## src/rtl/ll_keypad_if.sv

```systemverilog
// Keypad bundle: raw pushbuttons and lock in, thrust/select results out.
interface ll_keypad_if;
  logic [20:0] pb;
  logic        lock;
  logic [15:0] thrust;
  logic        thrust_upd;
  logic [1:0]  disp_sel;

  // Keypad block side
  modport slave (
    input  pb,
    input  lock,
    output thrust,
    output thrust_upd,
    output disp_sel
  );

  // Board / lander-control side
  modport master (
    output pb,
    output lock,
    input  thrust,
    input  thrust_upd,
    input  disp_sel
  );
endinterface

```

## src/rtl/ll_keypad.sv

```systemverilog
// Lunar-lander keypad: synchronizes pushbuttons, debounces a key pattern,
// and turns accepted single presses into a BCD thrust digit or a display select.
module ll_keypad #(
  parameter int unsigned DEBOUNCE    = 3,
  parameter logic [15:0] THRUST_INIT = 16'h0005,
  parameter logic [1:0]  SEL_INIT    = 2'd0
) (
  input logic       clk,
  input logic       rst,
  ll_keypad_if.slave kp
);

  localparam int unsigned KEY_W = 14;
  localparam int unsigned CNT_W = 8;
  localparam logic [CNT_W-1:0] DEB = CNT_W'(DEBOUNCE);

  typedef enum logic [1:0] {
    IDLE = 2'd0,
    WAIT = 2'd1,
    HELD = 2'd2
  } state_t;

  state_t             state;
  logic [KEY_W-1:0]   sync1;
  logic [KEY_W-1:0]   keys;
  logic [KEY_W-1:0]   sample;
  logic [CNT_W-1:0]   cnt;
  logic [15:0]        thrust_q;
  logic               upd_q;
  logic [1:0]         sel_q;

  logic [KEY_W-1:0]   pb_used;
  logic               unused_pb;
  logic               is_digit_c;
  logic               is_sel_c;
  logic [3:0]         digit_c;
  logic [1:0]         sel_c;

  // Keep only select keys (Z,Y,X,W) and digits 0-9; remaining buttons are don't-care
  assign pb_used   = {kp.pb[19:16], kp.pb[9:0]};
  assign unused_pb = ^{kp.pb[20], kp.pb[15:10]};

  // Classify the latched pattern: lone digit, lone select key, or neither
  always_comb begin
    is_digit_c = $onehot(sample) && (sample[13:10] == 4'b0000);
    is_sel_c   = $onehot(sample) && (sample[9:0] == 10'b0);
    digit_c    = 4'd0;
    sel_c      = 2'd0;
    for (int i = 0; i < 10; i++) begin
      if (sample[i]) digit_c = 4'(i);
    end
    // sample[13]=Z->0, [12]=Y->1, [11]=X->2, [10]=W->3
    for (int i = 0; i < 4; i++) begin
      if (sample[10+i]) sel_c = 2'(3 - i);
    end
  end

  // Synchronizer, debounce FSM and registered outputs
  always_ff @(posedge clk or posedge rst) begin
    if (rst) begin
      sync1    <= '0;
      keys     <= '0;
      state    <= IDLE;
      sample   <= '0;
      cnt      <= '0;
      thrust_q <= THRUST_INIT;
      sel_q    <= SEL_INIT;
      upd_q    <= 1'b0;
    end else begin
      sync1 <= pb_used;
      keys  <= sync1;
      upd_q <= 1'b0;
      case (state)
        IDLE: begin
          if (keys != '0) begin
            sample <= keys;
            cnt    <= CNT_W'(1);
            state  <= WAIT;
          end
        end
        WAIT: begin
          if (keys != sample) begin
            state <= IDLE;
          end else if (cnt < DEB) begin
            cnt <= cnt + CNT_W'(1);
          end else begin
            // Pattern stable long enough: act on it once, then wait for release
            if (is_digit_c && !kp.lock) begin
              thrust_q <= {12'h000, digit_c};
              upd_q    <= 1'b1;
            end else if (is_sel_c) begin
              sel_q <= sel_c;
            end
            state <= HELD;
          end
        end
        HELD: begin
          if (keys == '0) state <= IDLE;
        end
        default: state <= IDLE;
      endcase
    end
  end

  assign kp.thrust     = thrust_q;
  assign kp.thrust_upd = upd_q;
  assign kp.disp_sel   = sel_q;

endmodule

```

## src/flat_wrapper.sv

```systemverilog
// flat-port wrapper written by rule: the top's interface ports become plain ports
module ll_keypad_flat 
#(
  parameter int unsigned DEBOUNCE    = 3,
  parameter logic [15:0] THRUST_INIT = 16'h0005,
  parameter logic [1:0]  SEL_INIT    = 2'd0
)
  (clk, rst, kp_pb, kp_lock, kp_thrust, kp_thrust_upd, kp_disp_sel);
  ll_keypad_if kp_i ();
  input logic clk;
  input logic rst;
  input wire logic [$bits(kp_i.pb)-1:0] kp_pb;
  input wire logic [$bits(kp_i.lock)-1:0] kp_lock;
  output wire logic [$bits(kp_i.thrust)-1:0] kp_thrust;
  output wire logic [$bits(kp_i.thrust_upd)-1:0] kp_thrust_upd;
  output wire logic [$bits(kp_i.disp_sel)-1:0] kp_disp_sel;
  assign kp_i.pb = kp_pb;
  assign kp_i.lock = kp_lock;
  assign kp_thrust = kp_i.thrust;
  assign kp_thrust_upd = kp_i.thrust_upd;
  assign kp_disp_sel = kp_i.disp_sel;
  ll_keypad #(.DEBOUNCE(DEBOUNCE), .THRUST_INIT(THRUST_INIT), .SEL_INIT(SEL_INIT)) u_core (.clk(clk), .rst(rst), .kp(kp_i));
endmodule
```

## config.mk

```make
export PLATFORM = sky130hd
export DESIGN_NAME = ll_keypad_flat
export DESIGN_NICKNAME = d
export VERILOG_FILES = /design/src/rtl/ll_keypad_if.sv /design/src/rtl/ll_keypad.sv /design/src/flat_wrapper.sv
export SDC_FILE = /design/constraint.sdc
export NUM_CORES = 1
export LEC_CHECK = 0
export ABC_CLOCK_PERIOD_IN_PS = 5800
export CAP_MARGIN = 30
export CORE_MARGIN = 2
export CORE_UTILIZATION = 30
export CTS_CLUSTER_DIAMETER = 30
export DETAILED_ROUTE_END_ITERATION = 12
export PLACE_DENSITY = 0.52
export SYNTH_ARGS = -nofsm -noshare
export SYNTH_HDL_FRONTEND = slang
export SYNTH_SLANG_ARGS = --single-unit
```

## constraint.sdc

```tcl
create_clock -name clk -period 5.8 [get_ports clk]
set_input_delay 0.58 -clock clk [delete_from_list [all_inputs] [get_ports clk]]
set_output_delay 0.58 -clock clk [all_outputs]
set_load 0.01 [all_outputs]
```

# Word-level counts from Yosys, hierarchy flattened
# Cells that the tools add are included.
# totals
word_cells,76
out_inout_bits,19
inputBits,24
regBits,59
# classes
n_reduce_logical,15
bitwise,3
magnitude_cmp,1
addsub,14
n_eq_ne,9
n_mux,26
# ops
operator,n
$add A4 B4 Y4,6
$mux W8,3
$mux W2,10
$pmux W8 S2,1
$add A1 B1 Y2,7
$logic_not A14 Y1,1
$ne A14 B14 Y1,1
$reduce_bool A14 Y1,1
$mux W3,4
$logic_not A10 Y1,1
$add A8 B1 Y8 const B,1
$lt A8 B2 Y1 const B,1
$mux W4,2
$reduce_and A4 Y1,2
$ne A2 B1 Y1 const B,3
$pmux W2 S3,1
$mux W1,5
$reduce_and A5 Y1,1
$eq A4 B1 Y1 const B,1
$logic_not A4 Y1,1
$logic_and A1 B1 Y1,3
$ne A3 B2 Y1 const B,1
$not A1 Y1,3
$reduce_and A3 Y1,1
other kinds (7),7

# Logic depth before layout (Yosys ltp)
# logic_depth
depth_word,11
depth_mapped,17
mapped_depth_nobuf,16

# Worst setup path after synthesis
# Ideal clock, no wire load.
# synth_timing
kind,register to register
from,register u_core.sample[8]
to,"register u_core.thrust_q[1], in the netlist u_core.kp.thrust[1]"
n_path_buf,1
path_stages_with_launch,16
arrival_ns,4.153
path_slack_ns,1.522
cell_sequence,dfrtp_1 inv_1 ha_1 inv_1 fa_1 fa_1 fa_1 inv_1 ha_1 fa_1 xnor2_1 nor4b_1 nand2_1 or4_4 buf_6 mux2_4
# synth_between
elab_chain_cells,8
word_cells_on_any_way,12
cone_classes,add/sub: 4; eq/ne: 2; mux: 2; bitwise: 1; reduce/logical: 3
# synth_rtl
element,line_no,text
from (decl),ll_keypad.sv:26,logic [KEY_W-1:0] sample;
from (signal assigned),ll_keypad.sv:76,sample <= keys;
$add A1 B1 Y2 (not written as such),ll_keypad.sv:45,is_digit_c = $onehot(sample) && (sample[13:10] == 4'b0000);
$add A4 B4 Y4 (not written as such) (3 in a row),ll_keypad.sv:45,
$eq A4 B1 Y1,ll_keypad.sv:45,
$logic_and A1 B1 Y1,ll_keypad.sv:45,
$logic_and A1 B1 Y1,ll_keypad.sv:88,if (is_digit_c && !kp.lock) begin
$reduce_and A4 Y1 (no source line),--,
to (signal assigned),ll_keypad.sv:89,"thrust_q <= {12'h000, digit_c};"
to (decl),ll_keypad.sv:28,logic [15:0] thrust_q;
# Several ways; a longest one is shown, not always the timed one.
# A chain may end at the register's enable or synchronous reset.

# Final worst setup path
# layout_timing
from,register u_core.sample[8]
to,"register u_core.sel_q[1], in the netlist u_core.kp.disp_sel[1]"
# layout_between
elab_chain_cells,9
word_cells_on_any_way,13
cone_classes,add/sub: 4; eq/ne: 2; bitwise: 2; reduce/logical: 5
# layout_rtl
element,line_no,text
$add A1 B1 Y2 (not written as such),"ll_keypad.sv:45, ll_keypad.sv:46",
$add A4 B4 Y4 (not written as such) (3 in a row),"ll_keypad.sv:45, ll_keypad.sv:46",
$eq A4 B1 Y1,"ll_keypad.sv:45, ll_keypad.sv:46",
$logic_and A1 B1 Y1,ll_keypad.sv:45,
$logic_and A1 B1 Y1,ll_keypad.sv:88,
$not A1 Y1 (no source line),--,
$reduce_and A5 Y1 (no source line) (*),--,
to (signal assigned),ll_keypad.sv:92,sel_q <= sel_c;
to (decl),ll_keypad.sv:30,logic [1:0] sel_q;
# Mark *: on every way between the ends. The rest lies on a longest branch, timed or not.

==> run_results.csv <==
group,metric,value,unit
status,status,"finished, final reports clean",
layout,area_growth,18.7,%
clocking,ctsHoldBuffers,0,
global_routing,grt_pass1_vias,1628,
detailed_routing,drt_pass1_iterations,4,
clocking,htree_levels,3,
detailed_routing,ant_nets,0,
detailed_routing,avgViaCountPerCell,4.03,
logic_synthesis,synth-async-reset-ratio,100,%
detailed_routing,wl_met2,2120,um
setup_path,worstSetupPathType,"reg2reg",
setup_path,endpoint_kind,"register",
logic_synthesis,yosys-top-cells-area,"dfrtp_1, ha_1, fa_1",
timing,hold_viol_final,0,
logic_synthesis,yosysSeqAreaShare,51.8,%
detailed_routing,wl_per_cell,12.0,um
detailed_routing,wl_met3,203,um
logic_synthesis,synth-main-ff-cell,"dfrtp_1",
clocking,clk_latency,0.34,ns
layout,antenna-diode-count,0,
setup_path,rr_worst_depth,14,
detailed_routing,met1_length,2240,um
floorplan,core,0.00924,mm^2
timing,setup_slack,1.26,ns
floorplan,start_util,30.9,%
setup_path,crit_chain,"inv_1 -> ha_1 -> inv_1 -> fa_1 -> fa_1 -> fa_1 -> inv_1 -> ha_1 -> fa_1 -> xnor2_1 -> nor4b_1 -> nand2_1 -> nor4_1 -> mux2_2",
logic_synthesis,syn_inst,226,
power_and_ir_drop,p_int,698,uW
logic_synthesis,yosysWarnings,0,
detailed_routing,drtIter0Drc,60,
layout,final_nets,310,
flow_run,maxCapViolCount,0,
layout,regArea,0.00148,mm^2
setup_path,slowest_delay,0.54,ns
setup_path,path_delay_family,"adder cells",
timing,rsz0062_at_grt,"false",
global_routing,grt_max_degree,60,
layout,nFillCells,918,
power_and_ir_drop,switching_power,249,uW
setup_path,start_kind,"register",
power_and_ir_drop,vdd_drop_max,122,uV
layout,mostFrequentLayoutCells,"dfrtp_1, inv_1, clkdlybuf4s50_1, ha_1, mux2_2",
logic_synthesis,synth_area_leader_cell,"dfrtp_1",
logic_synthesis,synth-seq-cells,59,
floorplan,die_area,0.0103,mm^2
place,place_inst,375,
place,port_buffers,23,
clocking,post_cts_buffers,0,
timing,fmax,220,MHz
setup_path,crit_required,6.03,ns
timing,setup_viol,0,
clocking,clock_path_buffers,2,
clocking,clk_pin_slew,0.07,ns
floorplan,fp-row-count,35,
min_path,hold_depth,0,
detailed_routing,routed_wirelength,4680,um
floorplan,die_width,102,um
floorplan,num_io_pins,43,
global_routing,grt_pass1_wl,7840,um
timing,setup_tns,0,ns
clocking,post_cts_resized,0,
logic_synthesis,synth_edf_count,0,
floorplan,die_h,102,um
clocking,cts_buffers,9,
power_and_ir_drop,clkPwrFrac,40.1,%
min_path,hold_class,"reg2reg",
setup_path,arrival,4.77,ns
detailed_routing,routed.top_layer,"met4",
power_and_ir_drop,p_comb_share,13.3,%
logic_synthesis,syn_avg_cell_area,12.6,um^2
setup_path,crit_path_max_fanout,7,
timing,tightestPinTransition,0.975,ns
global_routing,track_usage,10.4,%
timing,skew,0.00922,ns
timing,drv_slew,0,
layout,multi_input_area,0.00118,mm^2
global_routing,antenna_found_initial,0,
clocking,cts_tree,"built",
layout,drive_above_1_share,16.8,%
power_and_ir_drop,swShare,26.3,%
power_and_ir_drop,power_density,279,mW/mm^2
setup_path,path_depth,14,
setup_path,cp_slowest_cell,"fa_1",
logic_synthesis,netlist.area_leader.share,49.9,%
clocking,clkSinkCount,59,
clocking,cts_root_buf,"clkbuf_8",
layout,final_common_cell,"dfrtp_1",
place,dpl.hpwl,3400,um
layout,final_cells,391,
logic_synthesis,ys_types,34,
setup_path,path_common_cell,"fa_1",
logic_synthesis,syn_area,0.00286,mm^2
place,gp_congestion,0.772,
global_routing,overflow,0,
detailed_routing,vias,1574,
timing,min_period,4.54,ns
timing,maxSlewHeadroom,35.0,%
power_and_ir_drop,leakage,1.57,nW
setup_path,worst-path-buf-inv,3,
place,dp_slack,1.22,ns
detailed_routing,drcViolationCount,0,
power_and_ir_drop,power_frac_seq,46.6,%
timing,finalCritPeriodShare,78.3,%
per-stage QoR:
| stage | utilization [%] | hold WS (ns) | area (um^2) | total power [mW] |
|---|---|---|---|---|
| after global placement | 34.5 | 0.333 | 3190 | 0.576 |
| after global routing | 36.7 | 0.356 | 3390 | 1.00 |
| after CTS | 36.7 | 0.350 | 3390 | 0.964 |
| after detailed placement | 34.5 | 0.335 | 3190 | 0.580 |
| final | 36.7 | 0.348 | 3390 | 0.947 |
| after floorplan | - | 0.331 | 2900 | 0.550 |
Yosys cell counts (2+ instances only):
master / instances
nor2_1: 4
nand2b_1: 2
mux2_2: 16
dfrtp_1: 57
ha_1: 19
and3_1: 2
mux2_4: 3
inv_1: 35
nor4_1: 5
buf_4: 12
nor3_1: 7
and2_1: 5
o21ai_0: 2
xnor2_2: 2
xnor2_1: 13
o31ai_1: 2
nand2_1: 7
or4_4: 2
mux2i_1: 2
nand4_1: 5
fa_1: 10
dfstp_2: 2
sequential cells by signal (all words and copies together) (netlist names):
signal and cells:
u_core.keys 14, u_core.kp.disp_sel 2, u_core.kp.thrust_upd 1, u_core.kp.thrust 4
u_core.state 2, u_core.sync1 14, u_core.cnt 8, u_core.sample 14
cell type report:
type                    instances  area share [%]
clock inverters                 6            1.92
multi-input cells             128            34.8
flip-flops and latches         59            43.6
repair buffers                 24            7.01
inverters                      35            3.87
clock buffers                  10            4.06
well taps                     129            4.76
cells by family after synthesis:
kind of cell	count (synthesis)	share of synthesized area (%)
other cells	1	0.131
buf+inv	50	8.41
xor+xnor	15	5.12
compound gates	9	2.28
mux	21	8.58
flops	59	51.8
simple gates	42	8.41
fa+ha+maj	29	15.3
worst register-to-register path, cell delays in order, from the launching register on:
cell and delay (ns):
dfrtp_1 0.48, inv_1 0.10, ha_1 0.29, inv_1 0.06
fa_1 0.44, fa_1 0.49, fa_1 0.54, inv_1 0.04
ha_1 0.20, fa_1 0.37, xnor2_1 0.13, nor4b_1 0.28
nand2_1 0.14, nor4_1 0.48, mux2_2 0.39
power groups by stage:
stage / Clock [mW] / Combinational (mW) / Sequential, mW
2_1_floorplan: 0 / 0.105 / 0.445
3_3_place_gp: 0 / 0.127 / 0.449
3_5_place_dp: 0 / 0.131 / 0.449
4_1_cts: 0.391 / 0.131 / 0.441
5_1_grt: 0.410 / 0.150 / 0.444
6_report: 0.379 / 0.126 / 0.441
routing by layer:
| metal | GRT usage [%] | vias up |
|---|---|---|
| met3 | 3.31 | 11 |
| met4 | 6.55 | 0 |
| met2 | 15.2 | 39 |
| li1 | - | 773 |
| met5 | 0 | - |
| met1 | 13.3 | 751 |
worst paths after layout:
kind	slack, ns	end	startpoint
setup reg to reg	1.26	u_core.kp.disp_sel[1]	u_core.sample[8]
min in group asynchronous	0.77	u_core.sync1[13]	rst
max in group asynchronous	4.55	u_core.sample[8]	rst
hold reg to reg	0.35	u_core.keys[2]	u_core.sync1[2]
hold / removal	0.35	u_core.keys[2]	u_core.sync1[2]
setup / recovery	1.26	u_core.kp.disp_sel[1]	u_core.sample[8]
(Power assumes the default switching activity.)
